--- config.mk ---
export PLATFORM = sky130hd
export DESIGN_NAME = stack_op_controller_flat
export DESIGN_NICKNAME = d
export VERILOG_FILES = /design/src/rtl/stack_op_controller_pkg.sv /design/src/rtl/stack_op_if.sv /design/src/rtl/stack_op_controller.sv /design/src/flat_wrapper.sv
export SDC_FILE = /design/constraint.sdc
export NUM_CORES = 1
export LEC_CHECK = 0
export CORE_UTILIZATION = 44
export DETAILED_ROUTE_END_ITERATION = 10
export PLACE_DENSITY = 0.76
export SKIP_LAST_GASP = 1
export SYNTH_ARGS = -nofsm -noshare
export SYNTH_HDL_FRONTEND = slang
export SYNTH_SLANG_ARGS = --single-unit
--- constraint.sdc ---
create_clock -name clk -period 2.9 [get_ports clk]
set_input_delay 0.435 -clock clk [delete_from_list [all_inputs] [get_ports clk]]
set_output_delay 0.435 -clock clk [all_outputs]
set_load 0.02 [all_outputs]
--- src/rtl/stack_op_controller_pkg.sv ---
// Shared opcodes, FSM state encoding and empty-stack SP value for the stack operation controller.
package stack_op_controller_pkg;

  localparam logic [2:0] OP_NOP  = 3'd0;
  localparam logic [2:0] OP_PUSH = 3'd1;
  localparam logic [2:0] OP_POP  = 3'd2;
  localparam logic [2:0] OP_CALL = 3'd3;
  localparam logic [2:0] OP_RET  = 3'd4;
  localparam logic [2:0] OP_LDSP = 3'd5;

  localparam logic [7:0] SP_TOP = 8'hFF;

  typedef enum logic [3:0] {
    ST_IDLE    = 4'd0,
    ST_PUSH    = 4'd1,
    ST_POP_RD  = 4'd2,
    ST_POP_CAP = 4'd3,
    ST_CALL_PC = 4'd4,
    ST_CALL_FL = 4'd5,
    ST_RET_FL  = 4'd6,
    ST_RET_PC  = 4'd7,
    ST_RET_CAP = 4'd8,
    ST_LDSP    = 4'd9
  } state_t;

endpackage

--- src/rtl/stack_op_if.sv ---
// Request, SP-strobe, stack-memory and response signals between execute stage and stack controller.
interface stack_op_if #(parameter int DATA_W = 8);
  logic              req_valid;
  logic              req_ready;
  logic [2:0]        req_op;
  logic [DATA_W-1:0] req_data;
  logic [DATA_W-1:0] req_pc;
  logic [DATA_W-1:0] req_flags;
  logic              sp_inc;
  logic              sp_dec;
  logic [DATA_W-1:0] sp_load_val;
  logic              mem_we;
  logic              mem_re;
  logic [DATA_W-1:0] mem_wdata;
  logic [DATA_W-1:0] mem_rdata;
  logic              rsp_valid;
  logic [DATA_W-1:0] rsp_data;
  logic [DATA_W-1:0] rsp_pc;
  logic [DATA_W:0]   depth;
  logic              ovf_err;
  logic              unf_err;

  modport master (
    output req_valid, req_op, req_data, req_pc, req_flags, mem_rdata,
    input  req_ready, sp_inc, sp_dec, sp_load_val, mem_we, mem_re, mem_wdata,
           rsp_valid, rsp_data, rsp_pc, depth, ovf_err, unf_err
  );

  modport slave (
    input  req_valid, req_op, req_data, req_pc, req_flags, mem_rdata,
    output req_ready, sp_inc, sp_dec, sp_load_val, mem_we, mem_re, mem_wdata,
           rsp_valid, rsp_data, rsp_pc, depth, ovf_err, unf_err
  );
endinterface

--- src/rtl/stack_op_controller.sv ---
// Sequences SP strobes and stack-memory accesses for PUSH/POP/CALL/RET/LDSP,
// tracking depth so overflow/underflow is rejected before the SP moves.
//
// state      | meaning
// IDLE       | ready for a request; response/error pulses appear here
// PUSH       | write data at SP-1, decrement SP
// POP_RD     | read at SP, increment SP
// POP_CAP    | capture popped word
// CALL_PC    | push return address
// CALL_FL    | push flags
// RET_FL     | pop-read flags
// RET_PC     | pop-read return address, hold flags
// RET_CAP    | capture return address
// LDSP       | load SP from data (inc+dec together)
module stack_op_controller
  import stack_op_controller_pkg::*;
#(
  parameter int DATA_W    = 8,
  parameter int MAX_DEPTH = 255
) (
  input  logic     clk,
  input  logic     rst_n,
  stack_op_if.slave bus
);

  localparam int DEPTH_W = DATA_W + 1;

  state_t              state_q, state_d;
  logic [DEPTH_W-1:0]  depth_q, depth_d;
  logic [DATA_W-1:0]   data_q, pc_q, flags_q, ret_fl_q;
  logic [DATA_W-1:0]   rsp_data_q, rsp_pc_q;
  logic                rsp_valid_q, ovf_q, unf_q, ovf_d, unf_d;
  logic                accept;
  logic                push_full, call_full, pop_empty, ret_empty;

  assign accept    = bus.req_valid && (state_q == ST_IDLE);
  assign push_full = (depth_q == DEPTH_W'(MAX_DEPTH));
  assign call_full = (depth_q >  DEPTH_W'(MAX_DEPTH - 2));
  assign pop_empty = (depth_q == '0);
  assign ret_empty = (depth_q <  DEPTH_W'(2));

  always_ff @(posedge clk or negedge rst_n) begin
    if (!rst_n) state_q <= ST_IDLE;
    else        state_q <= state_d;
  end

  // Rejected requests are consumed in IDLE and only raise the registered error pulse.
  always_comb begin
    state_d = state_q;
    ovf_d   = 1'b0;
    unf_d   = 1'b0;
    case (state_q)
      ST_IDLE: begin
        if (bus.req_valid) begin
          case (bus.req_op)
            OP_PUSH: if (push_full) ovf_d = 1'b1; else state_d = ST_PUSH;
            OP_POP:  if (pop_empty) unf_d = 1'b1; else state_d = ST_POP_RD;
            OP_CALL: if (call_full) ovf_d = 1'b1; else state_d = ST_CALL_PC;
            OP_RET:  if (ret_empty) unf_d = 1'b1; else state_d = ST_RET_FL;
            OP_LDSP: state_d = ST_LDSP;
            default: state_d = ST_IDLE;
          endcase
        end
      end
      ST_POP_RD:  state_d = ST_POP_CAP;
      ST_CALL_PC: state_d = ST_CALL_FL;
      ST_RET_FL:  state_d = ST_RET_PC;
      ST_RET_PC:  state_d = ST_RET_CAP;
      default:    state_d = ST_IDLE;
    endcase
  end

  always_comb begin
    bus.sp_inc      = 1'b0;
    bus.sp_dec      = 1'b0;
    bus.sp_load_val = '0;
    bus.mem_we      = 1'b0;
    bus.mem_re      = 1'b0;
    bus.mem_wdata   = '0;
    case (state_q)
      ST_PUSH: begin
        bus.sp_dec    = 1'b1;
        bus.mem_we    = 1'b1;
        bus.mem_wdata = data_q;
      end
      ST_CALL_PC: begin
        bus.sp_dec    = 1'b1;
        bus.mem_we    = 1'b1;
        bus.mem_wdata = pc_q;
      end
      ST_CALL_FL: begin
        bus.sp_dec    = 1'b1;
        bus.mem_we    = 1'b1;
        bus.mem_wdata = flags_q;
      end
      ST_POP_RD, ST_RET_FL, ST_RET_PC: begin
        bus.sp_inc = 1'b1;
        bus.mem_re = 1'b1;
      end
      ST_LDSP: begin
        bus.sp_inc      = 1'b1;
        bus.sp_dec      = 1'b1;
        bus.sp_load_val = data_q;
      end
      default: ;
    endcase
  end

  always_comb begin
    depth_d = depth_q;
    case (state_q)
      ST_PUSH, ST_CALL_PC, ST_CALL_FL:  depth_d = depth_q + 1'b1;
      ST_POP_RD, ST_RET_FL, ST_RET_PC:  depth_d = depth_q - 1'b1;
      ST_LDSP:  depth_d = DEPTH_W'(SP_TOP) - {1'b0, data_q};
      default: ;
    endcase
  end

  always_ff @(posedge clk or negedge rst_n) begin
    if (!rst_n) begin
      depth_q     <= '0;
      data_q      <= '0;
      pc_q        <= '0;
      flags_q     <= '0;
      ret_fl_q    <= '0;
      rsp_data_q  <= '0;
      rsp_pc_q    <= '0;
      rsp_valid_q <= 1'b0;
      ovf_q       <= 1'b0;
      unf_q       <= 1'b0;
    end else begin
      depth_q     <= depth_d;
      ovf_q       <= ovf_d;
      unf_q       <= unf_d;
      rsp_valid_q <= (state_q == ST_POP_CAP) || (state_q == ST_RET_CAP);
      if (accept) begin
        data_q  <= bus.req_data;
        pc_q    <= bus.req_pc;
        flags_q <= bus.req_flags;
      end
      // RET flags are parked so rsp_data keeps its old value until the response pulse.
      case (state_q)
        ST_POP_CAP: rsp_data_q <= bus.mem_rdata;
        ST_RET_PC:  ret_fl_q   <= bus.mem_rdata;
        ST_RET_CAP: begin
          rsp_data_q <= ret_fl_q;
          rsp_pc_q   <= bus.mem_rdata;
        end
        default: ;
      endcase
    end
  end

  assign bus.req_ready = (state_q == ST_IDLE);
  assign bus.rsp_valid = rsp_valid_q;
  assign bus.rsp_data  = rsp_data_q;
  assign bus.rsp_pc    = rsp_pc_q;
  assign bus.depth     = depth_q;
  assign bus.ovf_err   = ovf_q;
  assign bus.unf_err   = unf_q;

endmodule

--- src/flat_wrapper.sv ---
// flat-port wrapper written by rule: the top's interface ports become plain ports
module stack_op_controller_flat import stack_op_controller_pkg::*;
#(
  parameter int DATA_W    = 8,
  parameter int MAX_DEPTH = 255
)
  (clk, rst_n, bus_req_valid, bus_req_op, bus_req_data, bus_req_pc, bus_req_flags, bus_mem_rdata, bus_req_ready, bus_sp_inc, bus_sp_dec, bus_sp_load_val, bus_mem_we, bus_mem_re, bus_mem_wdata, bus_rsp_valid, bus_rsp_data, bus_rsp_pc, bus_depth, bus_ovf_err, bus_unf_err);
  stack_op_if #(.DATA_W(DATA_W)) bus_i ();
  input  logic clk;
  input  logic rst_n;
  input wire logic [$bits(bus_i.req_valid)-1:0] bus_req_valid;
  input wire logic [$bits(bus_i.req_op)-1:0] bus_req_op;
  input wire logic [$bits(bus_i.req_data)-1:0] bus_req_data;
  input wire logic [$bits(bus_i.req_pc)-1:0] bus_req_pc;
  input wire logic [$bits(bus_i.req_flags)-1:0] bus_req_flags;
  input wire logic [$bits(bus_i.mem_rdata)-1:0] bus_mem_rdata;
  output wire logic [$bits(bus_i.req_ready)-1:0] bus_req_ready;
  output wire logic [$bits(bus_i.sp_inc)-1:0] bus_sp_inc;
  output wire logic [$bits(bus_i.sp_dec)-1:0] bus_sp_dec;
  output wire logic [$bits(bus_i.sp_load_val)-1:0] bus_sp_load_val;
  output wire logic [$bits(bus_i.mem_we)-1:0] bus_mem_we;
  output wire logic [$bits(bus_i.mem_re)-1:0] bus_mem_re;
  output wire logic [$bits(bus_i.mem_wdata)-1:0] bus_mem_wdata;
  output wire logic [$bits(bus_i.rsp_valid)-1:0] bus_rsp_valid;
  output wire logic [$bits(bus_i.rsp_data)-1:0] bus_rsp_data;
  output wire logic [$bits(bus_i.rsp_pc)-1:0] bus_rsp_pc;
  output wire logic [$bits(bus_i.depth)-1:0] bus_depth;
  output wire logic [$bits(bus_i.ovf_err)-1:0] bus_ovf_err;
  output wire logic [$bits(bus_i.unf_err)-1:0] bus_unf_err;
  assign bus_i.req_valid = bus_req_valid;
  assign bus_i.req_op = bus_req_op;
  assign bus_i.req_data = bus_req_data;
  assign bus_i.req_pc = bus_req_pc;
  assign bus_i.req_flags = bus_req_flags;
  assign bus_i.mem_rdata = bus_mem_rdata;
  assign bus_req_ready = bus_i.req_ready;
  assign bus_sp_inc = bus_i.sp_inc;
  assign bus_sp_dec = bus_i.sp_dec;
  assign bus_sp_load_val = bus_i.sp_load_val;
  assign bus_mem_we = bus_i.mem_we;
  assign bus_mem_re = bus_i.mem_re;
  assign bus_mem_wdata = bus_i.mem_wdata;
  assign bus_rsp_valid = bus_i.rsp_valid;
  assign bus_rsp_data = bus_i.rsp_data;
  assign bus_rsp_pc = bus_i.rsp_pc;
  assign bus_depth = bus_i.depth;
  assign bus_ovf_err = bus_i.ovf_err;
  assign bus_unf_err = bus_i.unf_err;
  stack_op_controller #(.DATA_W(DATA_W), .MAX_DEPTH(MAX_DEPTH)) u_core (.clk(clk), .rst_n(rst_n), .bus(bus_i));
endmodule
==> results of run 1 <==
-- state kept, by name, indices dropped and copies added (netlist names) --
register,count
u_core.bus.depth,9
u_core.bus.rsp_data,8
u_core.bus.rsp_pc,8
u_core.data_q,8
u_core.flags_q,8
u_core.pc_q,8
u_core.ret_fl_q,8
u_core.state_q,4
u_core.bus.ovf_err,1
u_core.bus.rsp_valid,1
u_core.bus.unf_err,1
-- cells in the mapped netlist (3+ instances only) --
cell	count
a21o_1	3
a21oi_1	19
a22oi_1	8
and2_1	12
buf_2	8
clkbuf_1	4
dfrtp_1	64
ha_1	7
inv_1	3
mux2_1	3
mux2_2	40
mux2i_1	9
nand2_1	25
nand2b_1	6
nand3_1	4
nand4_1	6
nor2_1	23
nor2b_1	4
nor3_1	9
nor4_1	3
o21a_1	4
o21ai_0	3
xnor2_1	3
-- critical path, stage by stage (launching register included) --
cell and delay [ns]:
dfrtp_1 0.48, nand2b_1 0.34, nor3b_2 0.21, buf_4 0.21
and2_1 0.17, clkdlybuf4s50_1 0.62
-- cell families after synthesis --
kind of cell | after synthesis | synth area share
xor gates and xnor gates | 3 | 0.00783
buffers and inverters | 16 | 0.0220
and+or+nand+nor | 107 | 0.168
muxes | 52 | 0.171
adders and majority gates | 8 | 0.0321
AOI/OAI and AO/OA | 58 | 0.121
DFF | 64 | 0.477
-- worst max path at each step --
stage                                            to  slack [ns]  cells after the start
floorplan           u_core.bus.depth[7]$_DFFE_PN0P_        0.08                      9
global route                     bus_sp_load_val[3]       0.003                      5
CTS                              bus_sp_load_val[2]        0.11                      5
detailed placement  u_core.bus.depth[7]$_DFFE_PN0P_        0.38                      8
global placement    u_core.bus.depth[7]$_DFFE_PN0P_        0.42                      8
finish                           bus_sp_load_val[2]         0.1                      5
-- cell type report --
cell class	instances	area, sq um
clock inverter	7	120
fill	620	2690
timing repair buffer	98	946
inverter	3	11.3
clock buffer	9	124
multi-input combinational	228	1680
sequential	64	1600
tap	99	124
-- per-layer routing --
layer	share of wire	vias to the layer above	GRT usage	wire length [um]
met4	0.016	0	0.0895	133
li1	-	1326	-	-
met2	0.51	89	0.382	4300
met1	0.42	1371	0.293	3590
met3	0.055	9	0.0425	464
met5	0	-	0	0
-- power groups by stage --
stage          Combinational (mW)  Sequential [mW]  Clock (mW)
6_report                     2.87             1.63       0.945
5_1_grt                      3.10             1.69       0.999
4_1_cts                      2.87             1.63       0.963
3_5_place_dp                 2.85             1.65           0
3_3_place_gp                 2.78             1.62           0
2_1_floorplan                1.70             1.76           0
==> out/metrics.yaml, run 1 <==
postCtsSetupBuffers: 0
worst_skew_pair.late_latency_ns: 0.34
synth_seq_cells: 64
yosys.area.top_type: "dfrtp_1"
worstSetupStartpoint: "u_core.state_q[1]$_DFFE_PN0P_"
grt_pass1_wl_um: 13300
crit_path_end_kind: "primary output"
p_leak_nw: 1.94
routed-via-count: 2795
finalSetupViolCount: 0
fin_worst_skew_ns: 0.00843
cts_hold_repair.buffers: 0
r2r_start: "u_core.state_q[2]$_DFFE_PN0P_"
r2r_end: "u_core.bus.depth[7]$_DFFE_PN0P_"
timing.hold.ws_ns: 0.275
core_area_sq_um: 7290
p_clk_frac: 0.174
placed_cell_area_sq_um: 4360
drtIter0Drc: 277
status: "finished clean"
ys_async_sr_fraction: 1.00
nets: 450
initial_core_util: 0.460
dp_hpwl_um: 5960
place_inst: 492
combinationalPowerShare: 0.527
netlist_instances: 308
synth_area_leaders: "dfrtp_1 48%, mux2_2 13%, a21oi_1 2.8%"
crit_arrival_ns: 2.37
critPathLaunchType: "flip-flop"
path_class: "flip-flop to primary output"
synth_cell_types: 54
wire_per_inst_um: 16.7
grt_max_degree: 65
dpl_worst_slack_ns: 0.382
yosysTopAreaCellShare: 0.477
max_freq_mhz: 357
yosysWarnings: 0
period_share: 0.966
p_per_area_nw_per_um2: 1180
grt-ovfl-total: 0
grt_usage: 0.228
rows: 31
firstDrtPassIters: 5
layout_commonest_cell: "clkdlybuf4s50_1"
syn_nets: 354
drive_gt1_frac: 0.188
seq_area_frac_synth: 0.477
diodes: 0
worstPathRequired_ns: 2.47
grt_pass1_vias: 2644
setup-tns-final_ns: 0
clock_sinks: 64
switching_power_mw: 2.12
worst_slew_pin_slew_ns: 0.809
power_frac_seq: 0.300
relSlewSlack: 0.460
min_period_ns: 2.80
areaGrowthSynthToFinish_pct: 37.3
cts_tree: "yes"
fp.dieH_um: 89.3
final_cell_area_sq_um: 4610
syn_area_per_cell_sq_um: 10.9
die_x_um: 89.3
root_buffer: "clkbuf_8"
synth_flop_cell: "dfrtp_1"
cp_max_fo: 13
rsz0062_at_grt: "false"
final_cell_mix: "85 x clkdlybuf4s50_1, 64 x dfrtp_1, 40 x mux2_2"
dieArea_sq_um: 7980
intPower_mw: 3.33
fin_util: 0.632
io_pins: 87
gp_congestion: 0.949
final_cells: 508
finalHoldViolCount: 0
cts_resized: 0
finalPower_mw: 5.45
numPortBuffers: 86
reg2regPathDepth: 8
maxSlewViolCount: 0
finalWirelength_um: 8480
cts_made_buffers: 9
holdCritPathClass: "input pin to async pin"
ctsHtreeMaxLevel: 3
reg2reg_slack_ns: 0.34
switching_share: 0.389
ir_drop_v: 0.000558
drv_cap: 0
drc: 0
fin_ws_ns: 0.0977
clock_path_buffers: 2
synth_edf_count: 0
antenna_found_initial: 0
drt.antenna.violating_nets: 0
vias_per_cell: 5.50
syn_area_sq_um: 3350
cts.clk_slew.worst_paths_ns: 0.08
Note: power is estimated with default switching activity, not from simulation.
==> run 2, diff against run 1 <==
--- a/config.mk
+++ b/config.mk
@@ -5,6 +5,9 @@
 export SDC_FILE = /design/constraint.sdc
 export NUM_CORES = 1
 export LEC_CHECK = 0
+export ABC_CLOCK_PERIOD_IN_PS = 2900
+export CORE_ASPECT_RATIO = 0.9
+export CORE_MARGIN = 5
 export CORE_UTILIZATION = 44
 export DETAILED_ROUTE_END_ITERATION = 10
 export PLACE_DENSITY = 0.76
==> run 2 against run 1 <==
Compared with the run above:
- non-clock buffer count is the same
- combinational power about the same
- final cell count shrank 0.79%
==> out/metrics.yaml, run 2 (synthesized netlist as in run 1, its figures left out) <==
p_leak_nw: 1.91  # was 1.94 nW
largest_reg_flops: 9  # unchanged
worst_slew_pin_slew_ns: 0.810  # was 0.809 ns
place_inst: 489  # was 492
rows: 30  # was 31
grt-ovfl-total: 0  # unchanged
drt.antenna.violating_nets: 0  # unchanged
diodes: 0  # unchanged
cts_made_buffers: 9  # unchanged
layout_commonest_cell: "clkdlybuf4s50_1"  # unchanged
grt_max_degree: 65  # unchanged
critical_path.top_delay_family: "buffers and inverters"  # unchanged
dieArea_sq_um: 9470  # was 7980 sq um
crit_top_cell: "buf_4"
dp_hpwl_um: 6020  # was 5960 um
antenna_found_initial: 0  # unchanged
worstSetupStartpoint: "u_core.state_q[0]$_DFFE_PN0P_"  # was u_core.state_q[1]$_DFFE_PN0P_
fin_util: 0.609  # was 0.632
wire_per_inst_um: 16.6  # was 16.7 um
cts_tree: "yes"  # unchanged
status: "finished clean"  # unchanged
final_cells: 504  # was 508
drv_cap: 0  # unchanged
worst_skew_pair.late_latency_ns: 0.33  # was 0.34 ns
placed_cell_area_sq_um: 4360  # about the same
maxSlewViolCount: 0  # unchanged
rsz0062_at_grt: "false"  # unchanged
ctsHtreeMaxLevel: 3  # unchanged
numPortBuffers: 86  # unchanged
final_cell_area_sq_um: 4550  # was 4610 sq um
use_met1: 0.238  # was 0.293
p_per_area_nw_per_um2: 1150  # was 1180 nW/um^2
r2r_start: "u_core.state_q[2]$_DFFE_PN0P_"  # unchanged
cts_resized: 0  # unchanged
grt_pass1_wl_um: 13700  # was 13300 um
finalSetupViolCount: 0  # unchanged
grt_pass1_vias: 2807  # was 2644
cp_max_fo: 13  # unchanged
root_buffer: "clkbuf_8"  # unchanged
gp_congestion: 0.880  # was 0.949
period_share: 0.942  # was 0.966
grt_usage: 0.184  # was 0.228
relSlewSlack: 0.460  # about the same
path_buf_inv: 3  # was 2
worstPathRequired_ns: 2.47  # about the same
drive_gt1_frac: 0.181  # was 0.188
setup-tns-final_ns: 0  # unchanged
core_area_sq_um: 7470  # was 7290 sq um
cts.clk_slew.worst_paths_ns: 0.07  # was 0.08 ns
max_freq_mhz: 366  # was 357 MHz
grt_most_used_layer: "met2"  # unchanged
timing.hold.ws_ns: 0.262  # was 0.275 ns
io_pins: 87  # unchanged
clock_sinks: 64  # unchanged
routed-via-count: 2743  # was 2795
postCtsSetupBuffers: 0  # unchanged
fin_worst_skew_ns: 0.00824  # was 0.00843 ns
cp_slowest_cell: "clkdlybuf4s50_1"  # unchanged
ir_drop_v: 0.000662  # was 0.000558 V
initial_core_util: 0.449  # was 0.460
nets: 450  # unchanged
cts_hold_repair.buffers: 0  # unchanged
drtIter0Drc: 155  # was 277
fillerInstances: 594  # was 620
fp.dieH_um: 92.8  # was 89.3 um
min_period_ns: 2.73  # was 2.80 ns
path_class: "flip-flop to primary output"  # unchanged
drc: 0  # unchanged
path_cells: "buf_4 -> nand2b_1 -> nor3b_2 -> buf_4 -> and2_1 -> clkdlybuf4s50_1"  # was nand2b_1 -> nor3b_2 -> buf_4 -> and2_1 -> clkdlybuf4s50_1
use_met3: 0.0602  # was 0.0425
finalPower_mw: 5.24  # was 5.45 mW
finalHoldViolCount: 0  # unchanged
finalWirelength_um: 8360  # was 8480 um
grt_use_met2: 0.292  # was 0.382
critPathLaunchType: "flip-flop"  # unchanged
fin_ws_ns: 0.167  # was 0.0977 ns
dpl_worst_slack_ns: 0.346  # was 0.382 ns
crit_arrival_ns: 2.30  # was 2.37 ns
areaGrowthSynthToFinish_pct: 35.5  # was 37.3%
die_x_um: 102  # was 89.3 um
holdCritPathClass: "input pin to async pin"  # unchanged
max_stage_delay_ns: 0.62  # about the same
clock_path_buffers: 2  # unchanged
firstDrtPassIters: 4  # was 5
final_cell_mix: "85 x clkdlybuf4s50_1, 64 x dfrtp_1, 40 x mux2_2"  # unchanged
vias_per_cell: 5.44  # was 5.50
crit_path_end_kind: "primary output"  # unchanged
==> run 2: cell count changes in the layout (fill, tap and decap cells not counted) <==
cell	delta
clkinv_4	-2
clkbuf_1	+2
bufinv_16	-2
clkbuf_8	+1
==> run 2: path summary, 6_finish.rpt <==
kind | endpoint | slack [ns] | depth (start not counted)
worst min-delay path | u_core.bus.rsp_pc[7]$_DFFE_PN0P_ | 0.26 | 2
worst max register to register | u_core.bus.depth[7]$_DFFE_PN0P_ | 0.33 | 8
max in group asynchronous | u_core.bus.rsp_pc[2]$_DFFE_PN0P_ | 2.09 | 2
worst max-delay path | bus_sp_load_val[3] | 0.17 | 6
min in group clk | u_core.bus.rsp_pc[6]$_DFFE_PN0P_ | 0.49 | 1
worst min register to register | u_core.bus.rsp_pc[6]$_DFFE_PN0P_ | 0.49 | 1
==> run 2: cell type report <==
cell class | count | area, sq um | area share
clock buffer | 12 | 145 | 0.0319
clock inverter | 3 | 42.5 | 0.00936
inverter | 3 | 11.3 | 0.00248
multi-input combinational | 228 | 1680 | 0.370
sequential | 64 | 1600 | 0.352
tap | 96 | 120 | 0.0264
timing repair buffer | 98 | 946 | 0.208
==> run 2: worst register-to-register path, stage by stage (launching register included) <==
cell      delay (ns)
dfrtp_1         0.37
nand2b_1        0.15
and3b_2         0.30
ha_1            0.38
and2_1          0.19
a22o_1          0.24
o22a_1          0.21
or4b_1          0.45
and3_1          0.18
==> run 2: where the power goes <==
| part | switching [mW] | leakage [nW] | internal, mW | total [mW] |
|---|---|---|---|---|
| clock network | 0.336 | 0.0925 | 0.415 | 0.752 |
| logic | 1.43 | 1.07 | 1.44 | 2.87 |
| registers | 0.302 | 0.750 | 1.32 | 1.62 |
| total | 2.07 | 1.91 | 3.17 | 5.24 |
==> run 2: metal layers <==
layer	wire length [um]	part of all wire
met1	3730	0.45
met2	4000	0.48
met3	536	0.064
met4	94	0.011
met5	0	0
